===== config.mk =====
export PLATFORM = sky130hd
export DESIGN_NAME = uart_rx
export DESIGN_NICKNAME = d
export VERILOG_FILES = /design/src/rtl/uart_rx.sv
export SDC_FILE = /design/constraint.sdc
export NUM_CORES = 1
export LEC_CHECK = 0
export CORE_ASPECT_RATIO = 0.6
export CORE_MARGIN = 3
export CORE_UTILIZATION = 25
export CTS_CLUSTER_SIZE = 25
export DETAILED_ROUTE_END_ITERATION = 10
export GPL_TIMING_DRIVEN = 0
export PLACE_DENSITY = 0.52
export RECOVER_POWER = 100
export SLEW_MARGIN = 30
export SYNTH_ARGS = -nofsm -noshare
export SYNTH_HDL_FRONTEND = slang
export SYNTH_SLANG_ARGS = --single-unit

===== constraint.sdc =====
create_clock -name clk_i -period 3.1 [get_ports clk_i]
set_input_delay 0.62 -clock clk_i [delete_from_list [all_inputs] [get_ports clk_i]]
set_output_delay 0.62 -clock clk_i [all_outputs]
set_load 0.02 [all_outputs]

===== src/rtl/uart_rx.sv =====
// UART receiver: 8N1 framing, LSB first, oversampled by an external baud tick.
// The line is resynchronised, the start bit is confirmed at mid-bit, and each
// data and stop bit is sampled at the centre of its bit period. A received
// byte is held in an output register until the consumer accepts it.
module uart_rx #(
  parameter int DataBits       = 8,
  parameter int OverSampleRate = 16
) (
  input  logic                clk_i,
  input  logic                rst_ni,
  input  logic                baudx16_tick_i,
  input  logic                rx_i,
  input  logic                rx_ready_i,
  output logic [DataBits-1:0] rx_data_o,
  output logic                rx_valid_o,
  output logic                rx_busy_o,
  output logic                frame_err_o,
  output logic                overrun_o
);

  localparam int TickW = $clog2(OverSampleRate);
  localparam int BitW  = $clog2(DataBits + 1);

  localparam logic [TickW-1:0] HalfTick = TickW'(OverSampleRate / 2 - 1);
  localparam logic [TickW-1:0] LastTick = TickW'(OverSampleRate - 1);
  localparam logic [BitW-1:0]  LastBit  = BitW'(DataBits - 1);

  typedef enum logic [2:0] {
    IDLE,
    START,
    DATA,
    STOP,
    RECOVER
  } state_e;

  logic                rxMeta_q;
  logic                rxSync_q;
  state_e              state_q, state_d;
  logic [TickW-1:0]    tickCnt_q, tickCnt_d;
  logic [BitW-1:0]     bitCnt_q, bitCnt_d;
  logic [DataBits-1:0] shift_q, shift_d;
  logic [DataBits-1:0] rxData_q, rxData_d;
  logic                rxValid_q, rxValid_d;
  logic                frameErr_q, frameErr_d;
  logic                overrun_q, overrun_d;
  logic                loadByte;
  logic                stopErr;

  // Two-flop synchronizer; resets to the idle-high line level so reset never looks like a start bit.
  always_ff @(posedge clk_i) begin
    if (!rst_ni) begin
      rxMeta_q <= 1'b1;
      rxSync_q <= 1'b1;
    end else begin
      rxMeta_q <= rx_i;
      rxSync_q <= rxMeta_q;
    end
  end

  // Frame state, oversample counter, bit counter and shift register; all advance only on baud ticks.
  always_ff @(posedge clk_i) begin
    if (!rst_ni) begin
      state_q   <= IDLE;
      tickCnt_q <= '0;
      bitCnt_q  <= '0;
      shift_q   <= '0;
    end else begin
      state_q   <= state_d;
      tickCnt_q <= tickCnt_d;
      bitCnt_q  <= bitCnt_d;
      shift_q   <= shift_d;
    end
  end

  // Next-state logic: start detect, mid-bit start confirm, centre sampling of data and stop bits, break recovery.
  always_comb begin
    state_d   = state_q;
    tickCnt_d = tickCnt_q;
    bitCnt_d  = bitCnt_q;
    shift_d   = shift_q;
    loadByte  = 1'b0;
    stopErr   = 1'b0;
    if (baudx16_tick_i) begin
      case (state_q)
        IDLE: begin
          if (!rxSync_q) begin
            state_d   = START;
            tickCnt_d = '0;
          end
        end
        START: begin
          if (tickCnt_q == HalfTick) begin
            tickCnt_d = '0;
            if (!rxSync_q) begin
              state_d  = DATA;
              bitCnt_d = '0;
            end else begin
              state_d = IDLE;
            end
          end else begin
            tickCnt_d = tickCnt_q + TickW'(1);
          end
        end
        DATA: begin
          if (tickCnt_q == LastTick) begin
            shift_d               = shift_q >> 1;
            shift_d[DataBits-1]   = rxSync_q;
            tickCnt_d             = '0;
            bitCnt_d              = bitCnt_q + BitW'(1);
            if (bitCnt_q == LastBit) begin
              state_d = STOP;
            end
          end else begin
            tickCnt_d = tickCnt_q + TickW'(1);
          end
        end
        STOP: begin
          if (tickCnt_q == LastTick) begin
            tickCnt_d = '0;
            if (rxSync_q) begin
              loadByte = 1'b1;
              state_d  = IDLE;
            end else begin
              stopErr = 1'b1;
              state_d = RECOVER;
            end
          end else begin
            tickCnt_d = tickCnt_q + TickW'(1);
          end
        end
        RECOVER: begin
          if (rxSync_q) begin
            state_d = IDLE;
          end
        end
        default: begin
          state_d   = IDLE;
          tickCnt_d = '0;
          bitCnt_d  = '0;
        end
      endcase
    end
  end

  // Output holding register: a new byte always wins; an unconsumed byte being replaced flags an overrun.
  always_comb begin
    rxData_d   = rxData_q;
    rxValid_d  = rxValid_q;
    frameErr_d = stopErr;
    overrun_d  = 1'b0;
    if (loadByte) begin
      rxData_d  = shift_q;
      rxValid_d = 1'b1;
      overrun_d = rxValid_q & ~rx_ready_i;
    end else if (rx_ready_i) begin
      rxValid_d = 1'b0;
    end
  end

  // Registered outputs so valid, data and the error pulses are glitch-free to the consumer.
  always_ff @(posedge clk_i) begin
    if (!rst_ni) begin
      rxData_q   <= '0;
      rxValid_q  <= 1'b0;
      frameErr_q <= 1'b0;
      overrun_q  <= 1'b0;
    end else begin
      rxData_q   <= rxData_d;
      rxValid_q  <= rxValid_d;
      frameErr_q <= frameErr_d;
      overrun_q  <= overrun_d;
    end
  end

  assign rx_data_o   = rxData_q;
  assign rx_valid_o  = rxValid_q;
  assign rx_busy_o   = (state_q != IDLE);
  assign frame_err_o = frameErr_q;
  assign overrun_o   = overrun_q;

endmodule


# Word-level counts from Yosys, hierarchy flattened
# Index checks and enable logic that the tools add are counted.
# word_totals
inputBits	5
output_inout_bits	12
register_bits	32
# op_classes
add_sub_neg	2
n_reduce_logical	11
bitwise_logic	4
eq_ne	14
mux	23
# ops
cell	count
$mux W3	7
$mux W4	5
$pmux W4 S4	1
$pmux W3 S5	1
$ne A2 B2 Y1 const B	7
$pmux W4 S3	1
$add A4 B1 Y4 const B	2
$eq A4 B3 Y1 const B	2
$mux W1	7
$reduce_and A7 Y1	1
$eq A3 B2 Y1 const B	2
$reduce_and A3 Y1	2
$reduce_and A5 Y1	1
$eq A4 B4 Y1 const B	1
$reduce_and A4 Y1	1
$eq A3 B1 Y1 const B	1
$eq A3 B3 Y1 const B	1
$logic_not A3 Y1	1
$not A1 Y1	3
$reduce_bool A3 Y1	1
$reduce_or A3 Y1	1
$mux W2	1
$reduce_and A2 Y1	1
$reduce_bool A2 Y1	1
2 further kinds	2

# Depth between registers and ports, before layout
# Gate-level depths: netlist of run 1.
# depth
depth_word	5
mapped_depth	7

# Worst setup path before layout of run 1
# OpenSTA, ideal clock, no wires.
# synth_timing
kind	reg-to-output
startpoint	register state_q[1]
endpoint	output rx_busy_o
setup_slack_ns	1.436
n_path_buf	2
stages_incl_launch_ff	4
arrival_time_ns	1.044
cell_sequence	dfxtp_1 > buf_2 > buf_2 > or3_1
# synth_via
elab_chain_len	1
# synth_rtl
item	line_no	source
from (decl)	38	state_e state_q, state_d;
from (signal assigned)	68	state_q <= state_d;
$reduce_bool A3 Y1	177	assign rx_busy_o = (state_q != IDLE);
to (decl)	16	output logic rx_busy_o,
# Every way passes these cells.

# Worst setup path in the final report of run 1
# Same ends and word-level chain as after synthesis.

==> run summary, run 1 <==
status: complete, no violations
Initial Util: 0.268
measured slew at the worst slew-check pin: 0.694 ns
Post-CTS Setup Inserts: 0
row count: 20
CTS tree: built
gp weighted congestion: 0.822
Area Growth Syn to Fin: 25.3%
via count: 1,169
Die Area: 6560 um2
Worst EP required: 2.48 ns
Post-DP HPWL: 2320 um
Layout Skew: 0.0118 ns
grt ovf: 0
max_slew headroom: 0.537
mux cell area share after synthesis: 0.0715
1st-iter DRT viols: 67
simple-gate share of the synthesized area: 0.246
Worst Path Arrival: 1.91 ns
most frequent cells in the layout: dfxtp_1, nand2_1, a21oi_1
gr usage total: 0.106
Netlist cell types: 38
Final #Nets: 191
Worst Hold Launch: rxMeta_q
r2r setup slk: 0.98 ns
Worst IR Drop VDD: 242 uV
final setup vio count: 0
post-route insts no fill: 251
clock slew at reported path FFs: 0.07 ns
CP Class: flop to primary output
Max-Cap Viols: 0
synthesized area per cell: 8.64 um2
worst hold path class: flop to flop
Crit Path Max Fanout: 10
maximum clock path buffer count: 2
Clock Latency Late Sink: 0.28 ns
final critical-path required period: 2.53 ns
PD cells: 511 nW/um2
share of layout cells above drive strength 1: 0.0865
period utilization: 0.816
Mapped Cells: 162
Lkg Pwr: 0.697 nW
FF-to-FF path depth: 7
largest net degree at the start of global routing: 11
vias in the first global route: 1,096
DRC Markers: 0
Hold Path Depth: 1
RSZ-0062 raised after global routing: false
Crit. End Element: primary output
Syn Nets: 169
CTS root buffer: clkbuf_8
Adder-Cell Fraction of Synth Area: 0.0179
Reg-to-Reg Start: tickCnt_q[0]
I/O pin total: 17
final hold vios: 0
initial antenna violation count: 0
Hold Path End: rxSync_q
most common cell after layout, fill and taps aside: dfxtp_1
Final Max Slew Viols: 0
drt wl/cell: 12.7 um
Core Region: 5230 um2
cts hold-fix bufs: 0
vias per inst: 4.66
CTS buffer count: 5
H-tree levels: 2
fmax: 395 MHz
Post-Route Setup TNS: 0 ns
Synth area leaders: dfxtp_1, nand2_1, mux2i_1
count of input and output buffers: 15
vertical die dimension: 64.0 um
Yosys reg bits: 32
Post-Synth XOR/XNOR Area: 0.0188
Die X: 103 um
Antenna Nets Post-Route: 0
Synth top area share: 0.458
n_diodes: 0
YS warnings: 0
Worst R2R End: rx_data_o[7]
sequential area share after synthesis: 0.458
first-pass iteration count of the detailed router: 4
clk sinks: 32
first-pass GRT wire length: 5460 um
Mapped Area: 1400 um2
combinational family with the most area after synthesis: simple AND/OR/NAND/NOR gates
startpoint types: flop
WL final: 3200 um
cts repair resizes: 0
cell accounting for the most synthesized area: dfxtp_1
Synth Area in Compound Gates: 0.145
placed cells: 243
-- cell type report --
class	instances	area (um2)
fillers	550	3480
multi-input cells	116	698
flip-flops and latches	32	641
repair buffers	15	150
clock buffers	7	96.3
well taps	66	82.6
plain buffers	12	48.8
clock inverters	1	30.0
inverters	2	7.51
-- synth_stat cells, drive strengths merged --
| master | instances |
|---|---|
| nor4bb | 1 |
| nand2b | 5 |
| or3b | 1 |
| a21oi | 15 |
| and3 | 2 |
| or2 | 1 |
| nand3 | 7 |
| nand4b | 1 |
| a41o | 1 |
| mux2i | 10 |
| a31oi | 1 |
| a311oi | 2 |
| nor3 | 2 |
| o21ai | 2 |
| o221a | 1 |
| or4 | 1 |
| xnor2 | 3 |
| dfxtp | 32 |
| or3 | 3 |
| inv | 2 |
| nor3b | 2 |
| ha | 2 |
| a2111oi | 1 |
| clkbuf | 4 |
| nand4 | 1 |
| o31ai | 3 |
| buf | 8 |
| a41oi | 1 |
| o21bai | 1 |
| a31o | 1 |
| nor2 | 14 |
| o22ai | 1 |
| nand2 | 28 |
| and4b | 1 |
| o31a | 1 |
-- cell families after synthesis --
kind of cell               after synthesis
AOI/OAI and AO/OA                       31
xor gates and xnor gates                 3
adders and majority gates                2
buffers and inverters                   14
DFF                                     32
muxes                                   10
and+or+nand+nor                         70
-- through the flow --
step / worst slack [ns] / utilization / hold WS, ns / cell area, um2 / total power, mW
2_1_floorplan: 1.44 / - / 0.386 / 1400 / 0.451
3_3_place_gp: 0.899 / 0.312 / 0.394 / 1630 / 0.466
3_5_place_dp: 0.880 / 0.312 / 0.405 / 1630 / 0.466
4_1_cts: 0.573 / 0.336 / 0.422 / 1760 / 0.908
5_1_grt: 0.453 / 0.335 / 0.439 / 1750 / 0.934
6_report: 0.571 / 0.335 / 0.417 / 1750 / 0.897
-- registers in the layout (all words and copies together) (netlist names), 3 cells and up --
register and flops:
state_q 3, rx_data_o 8, tickCnt_q 4, shift_q 8
bitCnt_q 4
-- power by group --
group / leakage, nW / internal [mW] / switching, mW
registers: 0.258 / 0.413 / 0.00141
logic: 0.374 / 0.0156 / 0.0260
clock network: 0.0645 / 0.284 / 0.157
total: 0.697 / 0.713 / 0.184
-- how the worst max path moves through the flow --
stage | from | endpoint | slack [ns]
final | state_q[1] | rx_busy_o | 0.57
after floorplan | state_q[1] | rx_busy_o | 1.44
after detailed placement | state_q[0] | rx_busy_o | 0.88
after global routing | state_q[0] | rx_busy_o | 0.45
after CTS | state_q[0] | rx_busy_o | 0.57
after global placement | state_q[0] | rx_busy_o | 0.90
-- critical path, stage by stage, from the launching register on --
cell and delay [ns]:
dfxtp_1 0.30, clkbuf_1 0.17, buf_2 0.23, or3_1 0.38, clkdlybuf4s50_1 0.54
-- routing by layer --
metal	wire [um]	vias up	GRT usage
li1	-	611	-
met1	1830	527	0.163
met2	1180	27	0.138
met3	172	4	0.0403
met4	14	0	0.0196
met5	0	-	0
Note: power is estimated with default switching activity, not from simulation.
==> run 2: changes to the inputs <==
Settings changed: PLACE_DENSITY 0.52 to 0.54.
Clock period 3.1 ns to 2.3 ns, I/O delays scaled along.
==> run summary, run 2 (synthesized netlist as in run 1, its figures left out) <==
status: complete, no violations (unchanged)
Initial Util: 0.268 (unchanged)
first-pass iteration count of the detailed router: 4 (unchanged)
Worst IR Drop VDD: 259 uV (was 242 uV)
start point of the critical path: state_q[0] (was state_q[1])
count of input and output buffers: 15 (unchanged)
cts hold-fix bufs: 0 (unchanged)
first-pass GRT wire length: 5310 um (was 5460 um)
grt ovf: 0 (unchanged)
Antenna Nets Post-Route: 0 (unchanged)
fmax: 477 MHz
multi-input logic area: 698 um2 (unchanged)
vertical die dimension: 64.0 um (unchanged)
final hold vios: 0 (unchanged)
max_slew headroom: 0.543 (was 0.537)
# fillers: 560 (was 550)
Lkg Pwr: 0.710 nW (was 0.697 nW)
clock slew at reported path FFs: 0.07 ns (about the same)
n_diodes: 0 (unchanged)
H-tree levels: 2 (unchanged)
CTS tree: built (unchanged)
gp weighted congestion: 0.811 (was 0.822)
CP Class: flop to primary output (unchanged)
CTS root buffer: clkbuf_8 (unchanged)
vias per inst: 4.64 (was 4.66)
period utilization: 0.912
final setup vio count: 0 (unchanged)
Worst Path Arrival: 1.64 ns (was 1.91 ns)
via count: 1,161 (was 1,169)
1st-iter DRT viols: 38 (was 67)
Layout Skew: 0.00374 ns (was 0.0118 ns)
Final Max Slew Viols: 0 (unchanged)
initial antenna violation count: 0 (unchanged)
most frequent cells in the layout: dfxtp_1, nand2_1, a21oi_1 (unchanged)
Post-DP HPWL: 2260 um (was 2320 um)
Worst Hold Launch: rxMeta_q (unchanged)
row count: 20 (unchanged)
Max-Cap Viols: 0 (unchanged)
FF-to-FF path depth: 5 (was 7)
final critical-path required period: 2.10 ns
Clock Latency Late Sink: 0.28 ns (about the same)
RSZ-0062 raised after global routing: false (unchanged)
Cell Area, Placed: 1630 um2 (unchanged)
I/O pin total: 17 (unchanged)
DRC Markers: 0 (unchanged)
WL final: 3050 um (was 3200 um)
Die Area: 6560 um2 (unchanged)
fin area: 1750 um2 (about the same)
Worst EP required: 1.84 ns (was 2.48 ns)
CTS buffer count: 5 (unchanged)
startpoint types: flop (unchanged)
clk sinks: 32 (unchanged)
Hold Path Depth: 1 (unchanged)
register area: 641 um2 (unchanged)
Reg-to-Reg Start: state_q[0] (was tickCnt_q[0])
drt wl/cell: 12.2 um (was 12.7 um)
Area Growth Syn to Fin: 25.2% (was 25.3%)
Die X: 103 um (unchanged)
Core Region: 5230 um2 (unchanged)
share of layout cells above drive strength 1: 0.103 (was 0.0865)
largest net degree at the start of global routing: 18 (was 11)
vias in the first global route: 1,074 (was 1,096)
PD cells: 682 nW/um2 (was 511 nW/um2)
gr usage total: 0.104 (was 0.106)
measured slew at the worst slew-check pin: 0.679 ns (was 0.694 ns)
maximum clock path buffer count: 2 (unchanged)
Final #Nets: 190 (was 191)
Crit. End Element: primary output (unchanged)
Post-Route Setup TNS: 0 ns (unchanged)
worst hold path class: flop to flop (unchanged)
most common cell after layout, fill and taps aside: dfxtp_1 (unchanged)
Crit Path Max Fanout: 17 (was 10)
## run 2: changes by cell type in the layout (fill, tap and decap cells not counted), sizes merged
cell,before,now
buf,3,6
clkbuf,16,12
clkdlybuf4s50,3,2
dlygate4sd2,0,1
## run 2: report_power, final
part	total (mW)	switching (mW)	internal, mW	leakage [nW]
registers	0.559	0.00199	0.557	0.258
clock network	0.583	0.201	0.382	0.0645
logic	0.0533	0.0343	0.0191	0.388
## run 2: layout make-up
class                   count  share of cell area
well taps                  66              0.0471
flip-flops and latches     32               0.365
clock buffers               7              0.0550
plain buffers              11              0.0278
inverters                   2             0.00428
multi-input cells         116               0.398
repair buffers             15              0.0849
clock inverters             1              0.0171
## run 2: timing repair
action	4_1_cts	5_1_grt
setup endpoints to repair	1	0
setup buffers	0	0
gates resized for setup	1	0
## run 2: per-layer routing
| layer | GRT usage | share of wire | routed length, um | vias to the layer above |
|---|---|---|---|---|
| li1 | - | - | - | 610 |
| met3 | 0.0403 | 0.042 | 129 | 2 |
| met2 | 0.133 | 0.35 | 1060 | 21 |
| met5 | 0 | 0 | 0 | - |
| met4 | 0.0196 | 0.0049 | 15 | 0 |
| met1 | 0.161 | 0.60 | 1840 | 528 |
## run 2: metrics by stage
stage | util | worst slack [ns] | power, mW | hold slack (ns) | std cells
6_report | 0.335 | 0.203 | 1.20 | 0.409 | 250
5_1_grt | 0.335 | 0.0844 | 1.25 | 0.437 | 250
4_1_cts | 0.335 | 0.198 | 1.22 | 0.412 | 250
3_5_place_dp | 0.312 | 0.264 | 0.628 | 0.396 | 243
3_3_place_gp | 0.312 | 0.260 | 0.628 | 0.389 | 243
2_1_floorplan | - | 0.642 | 0.609 | 0.386 | 162
## run 2: worst paths after layout
kind	slack (ns)	endpoint
max reg2reg	0.41	tickCnt_q[3]
max	0.20	rx_busy_o
min	0.41	rxSync_q
min reg2reg	0.41	rxSync_q
## run 2: worst max-delay path, cell delays in order, from the launching register on
cell and delay, ns:
dfxtp_1 0.31, clkbuf_1 0.52, or3_1 0.20, dlygate4sd2_1 0.33
==> run 3: changes to the inputs <==
Settings changed: MAX_ROUTING_LAYER set to met4.
==> run summary, run 3 (synthesized netlist as in run 1, its figures left out) <==
register area: 641 um2 (unchanged)
RSZ-0062 raised after global routing: false (unchanged)
PD cells: 682 nW/um2 (about the same)
H-tree levels: 2 (unchanged)
fmax: 477 MHz (about the same)
CTS root buffer: clkbuf_8 (unchanged)
row count: 20 (unchanged)
Post-DP HPWL: 2260 um (unchanged)
final worst slack: 0.204 ns (was 0.203 ns)
Switching Fraction: 0.198 (was 0.199)
Final #Nets: 190 (unchanged)
CP delay by family, top: buffers and inverters (unchanged)
fin area: 1750 um2 (unchanged)
period utilization: 0.911 (was 0.912)
largest net degree at the start of global routing: 18 (unchanged)
measured slew at the worst slew-check pin: 0.679 ns (about the same)
Worst Path Arrival: 1.64 ns (about the same)
Cell Area, Placed: 1630 um2 (unchanged)
vias per inst: 4.64 (unchanged)
final critical-path required period: 2.10 ns (about the same)
Worst IR Drop VDD: 259 uV (about the same)
Core Region: 5230 um2 (unchanged)
Max-Cap Viols: 0 (unchanged)
first-pass GRT wire length: 5340 um (was 5310 um)
Post-Route Setup TNS: 0 ns (unchanged)
post-place setup slack: 0.264 ns (unchanged)
Clock Latency Late Sink: 0.28 ns (about the same)
worst path buffer plus inverter count: 2 (unchanged)
crit-path max cell delay: 0.52 ns (about the same)
Die Area: 6560 um2 (unchanged)
multi-input logic area: 698 um2 (unchanged)
gp weighted congestion: 0.823 (was 0.811)
grt ovf: 0 (unchanged)
placed cells: 243 (unchanged)
I/O pin total: 17 (unchanged)
worst hold path class: flop to flop (unchanged)
Worst EP required: 1.84 ns (about the same)
Clock power frac: 0.488 (about the same)
drt wl/cell: 12.1 um (was 12.2 um)
DRC Markers: 0 (unchanged)
vertical die dimension: 64.0 um (unchanged)
count of input and output buffers: 15 (unchanged)
CTS buffer count: 5 (unchanged)
# fillers: 560 (unchanged)
first-pass iteration count of the detailed router: 4 (unchanged)
internal power: 0.959 mW (about the same)
CTS tree: built (unchanged)
startpoint types: flop (unchanged)
final setup vio count: 0 (unchanged)
Comb power frac: 0.045 (about the same)
Final Max Slew Viols: 0 (unchanged)
Crit. End Element: primary output (unchanged)
Lkg Pwr: 0.710 nW (unchanged)
Initial Util: 0.268 (unchanged)
Final Util: 0.335 (unchanged)
most frequent cells in the layout: dfxtp_1, nand2_1, a21oi_1 (unchanged)
initial antenna violation count: 0 (unchanged)
Crit Path Max Fanout: 17 (unchanged)
vias in the first global route: 1,073 (was 1,074)
cts hold-fix bufs: 0 (unchanged)
Die X: 103 um (unchanged)
CP max stage cell: clkbuf_1 (unchanged)
max_slew headroom: 0.543 (about the same)
final hold vios: 0 (unchanged)
status: complete, no violations (unchanged)
share of layout cells above drive strength 1: 0.103 (unchanged)
via count: 1,161 (unchanged)
Post-CTS Setup Inserts: 0 (unchanged)
clock slew at reported path FFs: 0.07 ns (about the same)
Area Growth Syn to Fin: 25.2% (unchanged)
register share of total power: 0.468 (about the same)
gr usage total: 0.107 (was 0.104)
Layout Skew: 0.00373 ns (was 0.00374 ns)
WL final: 3030 um (was 3050 um)
Antenna Nets Post-Route: 0 (unchanged)
switching power: 0.237 mW (about the same)
maximum clock path buffer count: 2 (unchanged)
clk sinks: 32 (unchanged)
critical path cell sequence: clkbuf_1 > or3_1 > dlygate4sd2_1 (unchanged)
most common cell after layout, fill and taps aside: dfxtp_1 (unchanged)
1st-iter DRT viols: 39 (was 38)
CP Class: flop to primary output (unchanged)
n_diodes: 0 (unchanged)
post-route insts no fill: 250 (unchanged)
[run 3: cell counts in the layout (fill, tap and decap cells not counted)]
Identical to the previous run, type by type.
[run 3: cell type report]
class                   count  share of cell area
well taps                  66              0.0471
flip-flops and latches     32               0.365
repair buffers             15              0.0849
plain buffers              11              0.0278
inverters                   2             0.00428
multi-input cells         116               0.398
clock inverters             1              0.0171
clock buffers               7              0.0550
[run 3: path summary, 6_finish.rpt]
| check | start | end | slack [ns] | cells past startpoint |
|---|---|---|---|---|
| min reg2reg | rxMeta_q | rxSync_q | 0.41 | 1 |
| min | rxMeta_q | rxSync_q | 0.41 | 1 |
| max reg2reg | state_q[0] | tickCnt_q[3] | 0.41 | 5 |
| max | state_q[0] | rx_busy_o | 0.20 | 3 |
[run 3: repair_timing]
action,4_1_cts,5_1_grt
resized for setup,1,0
endpoints found under the hold margin,0,0
setup endpoints to repair,1,0
[run 3: metal layers]
| metal | vias up | global-route usage | share of wire |
|---|---|---|---|
| li1 | 609 | - | - |
| met1 | 523 | 0.161 | 0.59 |
| met2 | 25 | 0.133 | 0.35 |
| met3 | 4 | 0.0403 | 0.051 |
| met4 | 0 | 0.0196 | 0.0076 |
| met5 | - | - | 0 |
[run 3: power groups by stage]
stage / Combinational [mW] / Clock, mW / Sequential [mW]
6_report: 0.0534 / 0.583 / 0.559
5_1_grt: 0.0596 / 0.635 / 0.559
4_1_cts: 0.0542 / 0.608 / 0.559
3_5_place_dp: 0.0560 / 0 / 0.572
3_3_place_gp: 0.0562 / 0 / 0.572
2_1_floorplan: 0.0374 / 0 / 0.571
[run 3: worst register-to-register path: cells and delay by family, from the launching register on]
family	cells	cell delay, ns
buffers and inverters	1	0.52
and+or+nand+nor	1	0.47
DFF	1	0.31
AOI/OAI and AO/OA	3	0.53
[run 3: per-stage QoR]
stage / power, mW / hold WS (ns)
5_1_grt: 1.25 / 0.437
4_1_cts: 1.22 / 0.412
6_report: 1.20 / 0.409
3_3_place_gp: 0.628 / 0.389
2_1_floorplan: 0.609 / 0.386
3_5_place_dp: 0.628 / 0.396
